File: src/rtl/out_port_pkg.sv
// Shared constants and types for the out_port character output peripheral.
// Register offsets, STATUS bit positions and the drain FSM state encoding.
package out_port_pkg;

    localparam logic [3:0] DATA_OFS   = 4'h0;
    localparam logic [3:0] STATUS_OFS = 4'h4;

    localparam int ST_FULL      = 0;
    localparam int ST_EMPTY     = 1;
    localparam int ST_BUSY      = 2;
    localparam int ST_LEVEL_LSB = 8;

    typedef enum logic {
        IDLE,
        HOLD
    } drain_state_t;

endpackage

File: src/rtl/out_fifo.sv
// Byte-wide synchronous FIFO with registered fill level; full/empty derive from it.
// Push on full and pop on empty are ignored so the pointers can never run past each other.
module out_fifo #(
    parameter int DEPTH = 16
) (
    input  logic                       clk,
    input  logic                       rst_n,
    input  logic                       push,
    input  logic                       pop,
    input  logic [7:0]                 din,
    output logic [7:0]                 head,
    output logic                       full,
    output logic                       empty,
    output logic [$clog2(DEPTH):0]     level
);

    localparam int AW = $clog2(DEPTH);
    localparam int LW = AW + 1;

    logic [7:0]    mem [DEPTH];
    logic [AW-1:0] wr_ptr;
    logic [AW-1:0] rd_ptr;
    logic          push_ok;
    logic          pop_ok;

    assign full    = (level == LW'(DEPTH));
    assign empty   = (level == '0);
    assign push_ok = push && !full;
    assign pop_ok  = pop && !empty;
    assign head    = mem[rd_ptr];

    // Pointers are AW bits wide, so wrap modulo DEPTH is free for power-of-2 depths.
    always_ff @(posedge clk or negedge rst_n) begin
        if (!rst_n) begin
            wr_ptr <= '0;
            rd_ptr <= '0;
            level  <= '0;
        end else begin
            if (push_ok) wr_ptr <= wr_ptr + 1'b1;
            if (pop_ok)  rd_ptr <= rd_ptr + 1'b1;
            level <= level + LW'(push_ok) - LW'(pop_ok);
        end
    end

    always_ff @(posedge clk) begin
        if (push_ok) mem[wr_ptr] <= din;
    end

endmodule

File: src/rtl/out_port.sv
// Memory-mapped character output: CPU byte writes queue in a FIFO and a drain FSM
// presents each byte on out_dat with an out_ctl toggle, spaced at least GAP+1 cycles apart.
//
//   state | meaning
//   IDLE  | waiting for a queued byte; pops and toggles out_ctl as soon as one exists
//   HOLD  | gap timer running after a toggle; returns to IDLE when cnt reaches 0
module out_port
    import out_port_pkg::*;
#(
    parameter logic [31:0] BASE_ADDR  = 32'h1000_0000,
    parameter int          FIFO_DEPTH = 16,
    parameter int          GAP        = 4
) (
    input  logic        clk,
    input  logic        rst_n,
    input  logic        mem_valid,
    input  logic [31:0] mem_addr,
    input  logic [31:0] mem_wdata,
    input  logic [3:0]  mem_wstrb,
    output logic        mem_ready,
    output logic [31:0] mem_rdata,
    output logic [7:0]  out_dat,
    output logic        out_ctl
);

    localparam int LW = $clog2(FIFO_DEPTH) + 1;
    localparam int CW = $clog2(GAP);

    logic          sel;
    logic          is_wr;
    logic          data_wr;
    logic          push;
    logic          pop;
    logic          full;
    logic          empty;
    logic [7:0]    head;
    logic [LW-1:0] level;
    logic [31:0]   status;
    drain_state_t  state;
    logic [CW-1:0] cnt;
    logic          unused_wdata;

    assign unused_wdata = ^mem_wdata[31:8];

    // Gating on !mem_ready keeps a held request from being acknowledged twice.
    assign sel     = mem_valid && (mem_addr[31:4] == BASE_ADDR[31:4]) && !mem_ready;
    assign is_wr   = |mem_wstrb;
    assign data_wr = sel && is_wr && (mem_addr[3:0] == DATA_OFS) && mem_wstrb[0];
    assign push    = data_wr && !full;
    assign pop     = (state == IDLE) && !empty;

    always_comb begin
        status                        = '0;
        status[ST_FULL]               = full;
        status[ST_EMPTY]              = empty;
        status[ST_BUSY]               = (state != IDLE);
        status[ST_LEVEL_LSB +: 8]     = 8'(level);
    end

    out_fifo #(
        .DEPTH (FIFO_DEPTH)
    ) u_fifo (
        .clk   (clk),
        .rst_n (rst_n),
        .push  (push),
        .pop   (pop),
        .din   (mem_wdata[7:0]),
        .head  (head),
        .full  (full),
        .empty (empty),
        .level (level)
    );

    // A DATA write into a full FIFO withholds mem_ready until a pop frees a slot.
    always_ff @(posedge clk or negedge rst_n) begin
        if (!rst_n) begin
            mem_ready <= 1'b0;
            mem_rdata <= '0;
        end else begin
            mem_ready <= sel && !(data_wr && full);
            mem_rdata <= (sel && !is_wr && (mem_addr[3:0] == STATUS_OFS)) ? status : '0;
        end
    end

    always_ff @(posedge clk or negedge rst_n) begin
        if (!rst_n) begin
            state   <= IDLE;
            cnt     <= '0;
            out_dat <= '0;
            out_ctl <= 1'b0;
        end else begin
            case (state)
                IDLE: begin
                    if (!empty) begin
                        out_dat <= head;
                        out_ctl <= ~out_ctl;
                        cnt     <= CW'(GAP - 1);
                        state   <= HOLD;
                    end
                end
                HOLD: begin
                    if (cnt == '0) state <= IDLE;
                    else           cnt   <= cnt - 1'b1;
                end
                default: state <= IDLE;
            endcase
        end
    end

endmodule

File: config.mk
export PLATFORM = sky130hd
export DESIGN_NAME = out_port
export DESIGN_NICKNAME = d
export VERILOG_FILES = /design/src/rtl/out_port_pkg.sv /design/src/rtl/out_fifo.sv /design/src/rtl/out_port.sv
export SDC_FILE = /design/constraint.sdc
export NUM_CORES = 1
export LEC_CHECK = 0
export BUFFER_PORTS_ARGS = -buffer_cell sky130_fd_sc_hd__buf_4
export CAP_MARGIN = 20
export CORE_MARGIN = 5
export CORE_UTILIZATION = 50
export DETAILED_ROUTE_END_ITERATION = 7
export PLACE_DENSITY = 0.72
export SKIP_CTS_REPAIR_TIMING = 1
export SLEW_MARGIN = 20
export SYNTH_ARGS = -nofsm -noshare
export SYNTH_HDL_FRONTEND = slang
export SYNTH_SLANG_ARGS = --single-unit
File: constraint.sdc
create_clock -name clk -period 6.9 [get_ports clk]
set_clock_uncertainty 0.15 [all_clocks]
set_input_delay 0 -clock clk [delete_from_list [all_inputs] [get_ports clk]]
set_output_delay 0 -clock clk [all_outputs]
set_load 0.01 [all_outputs]
==> flow_summary.json <==
{
  "die_area_mm2": 0.0162,
  "h-tree-depth": 4,
  "postRouteAntennaNets": 0,
  "die_boundary_width_um": 127,
  "final_number_of_setup_violating_endpoints": 0,
  "syn_avg_cell_area_um2": 18.0,
  "yosys_warning_count": 0,
  "tritoncts.num_buffers": 17,
  "synthesis.area_mm2": 0.00686,
  "via_count": 3666,
  "start_util_pct": 51.4,
  "final_nets": 559,
  "clock.fmax_ghz": 0.276,
  "min_path_type": "in2reg",
  "max_slew_margin_pct": 40.7,
  "final.setup.tns_ns": 0,
  "final_min_period_over_clock_period_pct": 52.5,
  "insertedDiodeCount": 0,
  "postPlaceCellArea_mm2": 0.00740,
  "firstDrtPassIters": 4,
  "port-buffer-count": 64,
  "most-common-layout-cells": "sky130_fd_sc_hd__edfxtp_1, sky130_fd_sc_hd__buf_4, sky130_fd_sc_hd__mux4_2, sky130_fd_sc_hd__dfrtp_1, sky130_fd_sc_hd__dlygate4sd3_1",
  "dpl.hpwl_um": 8430,
  "fillers": 943,
  "seq_area_frac_synth_pct": 68.4,
  "critPathSlowestCell": "sky130_fd_sc_hd__dlygate4sd3_1",
  "vdd_ir_drop_max_mv": 0.181,
  "critical_path.max_stage_delay_ns": 0.66,
  "finalWeightedCongestion": 0.763,
  "timing.critical_path.to_type": "register",
  "grt_first_pass_wirelength_um": 20700,
  "route.detailed.drc": 0,
  "area_delta_synth_final_pct": 20.8,
  "grt.total_usage_pct": 17.4,
  "hold_viol_final": 3,
  "postSynth.topFlopCell": "sky130_fd_sc_hd__edfxtp_1",
  "insertion_delay_ns": 0.42,
  "leakage_component_of_the_power_nw": 3.07,
  "worstMarginPinSlew_ns": 0.885,
  "number_of_max_slew_violations_in_the_final_report": 0,
  "grt.overflow.total": 0,
  "final_layout_size_suffix_gt1_share_pct": 33.2,
  "cts_tree": "built",
  "synth_cell_type_count": 46,
  "postSynth.asyncResetShare_pct": 21.0,
  "row_count": 42,
  "fp.dieH_um": 127,
  "syn_inst": 381,
  "grt_max_degree": 36,
  "number_of_antenna_violations_at_the_first_check_in_global_routing": 0,
  "critical_path_peak_fanout": 5,
  "failing_checks": "negative hold slack",
  "route.final.wire_length_um": 13400,
  "clock_sinks": 162,
  "final_design_area_no_fill_mm2": 0.00829,
  "cp_cell_sequence": "dlygate4sd3_1 > buf_4 > nor4_4 > dlygate4sd3_1 > nand4_4 > dlygate4sd3_1 > nor3_2 > ha_1 > inv_1 > fa_1 > inv_1 > a21oi_1 > o21bai_1 > xnor2_1",
  "crit_path_start_kind": "input pin",
  "initialDrtViolationCount": 214,
  "first_global_vias": 3735,
  "tightest_hold_margin_ns": -0.0611,
  "ios": 113,
  "cpMostUsedCell": "sky130_fd_sc_hd__dlygate4sd3_1",
  "worstPathArrival_ns": 3.81,
  "worstPathRequired_ns": 7.08,
  "run_status": "finished with violations",
  "cts_max_path_buffers": 2,
  "vias_per_cell": 5.52,
  "cap_viol_max_count": 0,
  "core_region_area_mm2": 0.0133,
  "number_of_flops_mapped_to_enable_cells_by_yosys": 128,
  "finalCriticalPeriod_ns": 3.62,
  "pwr_per_cell_area_mw_per_mm2": 252,
  "mostFrequentLayoutCell": "sky130_fd_sc_hd__edfxtp_1",
  "average_routed_wire_per_standard_cell_um": 20.2,
  "clock_tree_root": "sky130_fd_sc_hd__clkbuf_16",
  "cts.reportedPaths.clkPinSlew_ns": 0.06,
  "yosys_register_bits": 162,
  "setup.worst_path.class": "in2reg",
  "rsz0062_at_grt": "no"
}
[worst max-delay path, delay by kind of cell]
kind	cells	cell delay, ns
AO/OA/AOI/OAI	2	0.26
XOR/XNOR	1	0.16
adder cells (fa/ha/maj)	2	0.65
buffers and inverters	6	2.13
AND/OR/NAND/NOR	3	0.59
[per-layer routing]
metal / global-route usage [%] / up-vias / part of all wire [%]
met5: 0 / - / 0
met4: 7.89 / 0 / 2.4
met3: 4.30 / 25 / 4.8
met2: 28.6 / 99 / 53
met1: 22.0 / 1922 / 40
li1: - / 1620 / -
[where the power goes]
part | leakage, nW | internal [mW] | switching [mW]
clock network | 0.302 | 0.602 | 0.373
logic | 1.20 | 0.0272 | 0.0295
registers | 1.56 | 1.05 | 0.00000585
[final timing paths]
check,end,depth (start not counted),from,slack [ns]
max in group asynchronous,u_fifo.rd_ptr[3],4,rst_n,5.94
worst max register to register,u_fifo.level[4],11,mem_ready,3.67
worst min-delay path,mem_ready,5,mem_addr[2],-0.06
worst min register to register,out_ctl,1,out_ctl,0.32
min in group asynchronous,mem_rdata[11],4,rst_n,0.46
worst max-delay path,u_fifo.level[4],14,mem_addr[10],3.28
[logic make-up after synthesis]
| group | share of synthesized area, % |
|---|---|
| flip-flops | 68.4 |
| AND/OR/NAND/NOR | 8.02 |
| buffers and inverters | 4.99 |
| multiplexers | 12.3 |
| AO/OA/AOI/OAI | 2.35 |
| adder cells (fa/ha/maj) | 2.48 |
| XOR/XNOR | 1.40 |
| other | 0.0546 |
[state kept, by name, indices dropped and copies added, names as in the netlist]
| register | count |
|---|---|
| u_fifo.wr_ptr | 4 |
| out_ctl | 1 |
| u_fifo.mem | 128 |
| state | 1 |
| mem_rdata | 8 |
| mem_ready | 1 |
| out_dat | 8 |
| cnt | 2 |
| u_fifo.rd_ptr | 4 |
| u_fifo.level | 5 |
[cell usage after synthesis (2+ instances only)]
library cell               instances  share of area (%)
sky130_fd_sc_hd__edfxtp_1        128                 56
sky130_fd_sc_hd__dfrtp_1          34                 12
sky130_fd_sc_hd__mux4_2           32                 10
sky130_fd_sc_hd__buf_4            26                2.8
sky130_fd_sc_hd__inv_1            18               0.98
sky130_fd_sc_hd__nor2_1           17               0.93
sky130_fd_sc_hd__nor3_2           17                2.5
sky130_fd_sc_hd__ha_1             12                2.2
sky130_fd_sc_hd__mux2i_1           9                1.3
sky130_fd_sc_hd__a221oi_1          8                1.0
sky130_fd_sc_hd__o22ai_1           8               0.73
sky130_fd_sc_hd__xnor2_1           7               0.89
sky130_fd_sc_hd__clkbuf_1          6               0.33
sky130_fd_sc_hd__and2_1            4               0.36
sky130_fd_sc_hd__buf_2             4               0.29
sky130_fd_sc_hd__nand2_1           4               0.22
sky130_fd_sc_hd__xor2_1            4               0.51
sky130_fd_sc_hd__buf_1             3               0.16
sky130_fd_sc_hd__nor4_1            3               0.27
sky130_fd_sc_hd__nor4_2            3               0.55
sky130_fd_sc_hd__nor4_4            3               0.93
sky130_fd_sc_hd__a21oi_1           2               0.15
sky130_fd_sc_hd__buf_6             2               0.33
sky130_fd_sc_hd__mux2_2            2               0.33
sky130_fd_sc_hd__nand3_1           2               0.15
sky130_fd_sc_hd__nor3_1            2               0.15
sky130_fd_sc_hd__or4_4             2               0.33
[area by class of cell]
| class | count | area (µm²) | share of cell area, % |
|---|---|---|---|
| Sequential cell | 162 | 4700 | 56.7 |
| Inverter | 19 | 71.3 | 0.860 |
| Tap cell | 176 | 220 | 2.66 |
| Clock buffer | 17 | 425 | 5.13 |
| Multi-Input combinational cell | 182 | 1910 | 23.1 |
| Clock inverter | 15 | 186 | 2.25 |
| Timing Repair Buffer | 93 | 776 | 9.36 |
[through the flow]
| stage | setup slack [ns] | instances | hold WS [ns] | util (%) | total power [mW] |
|---|---|---|---|---|---|
| 2_1_floorplan | 4.11 | 404 | -0.446 | - | 1.09 |
| 3_3_place_gp | 4.00 | 605 | -0.179 | 55.4 | 1.12 |
| 3_5_place_dp | 3.88 | 605 | -0.170 | 55.4 | 1.12 |
| 4_1_cts | 3.85 | 637 | -0.631 | 60.0 | 2.09 |
| 5_1_grt | 3.14 | 664 | -0.0102 | 62.1 | 2.15 |
| 6_report | 3.28 | 664 | -0.0611 | 62.1 | 2.09 |
(Power assumes the default switching activity.)
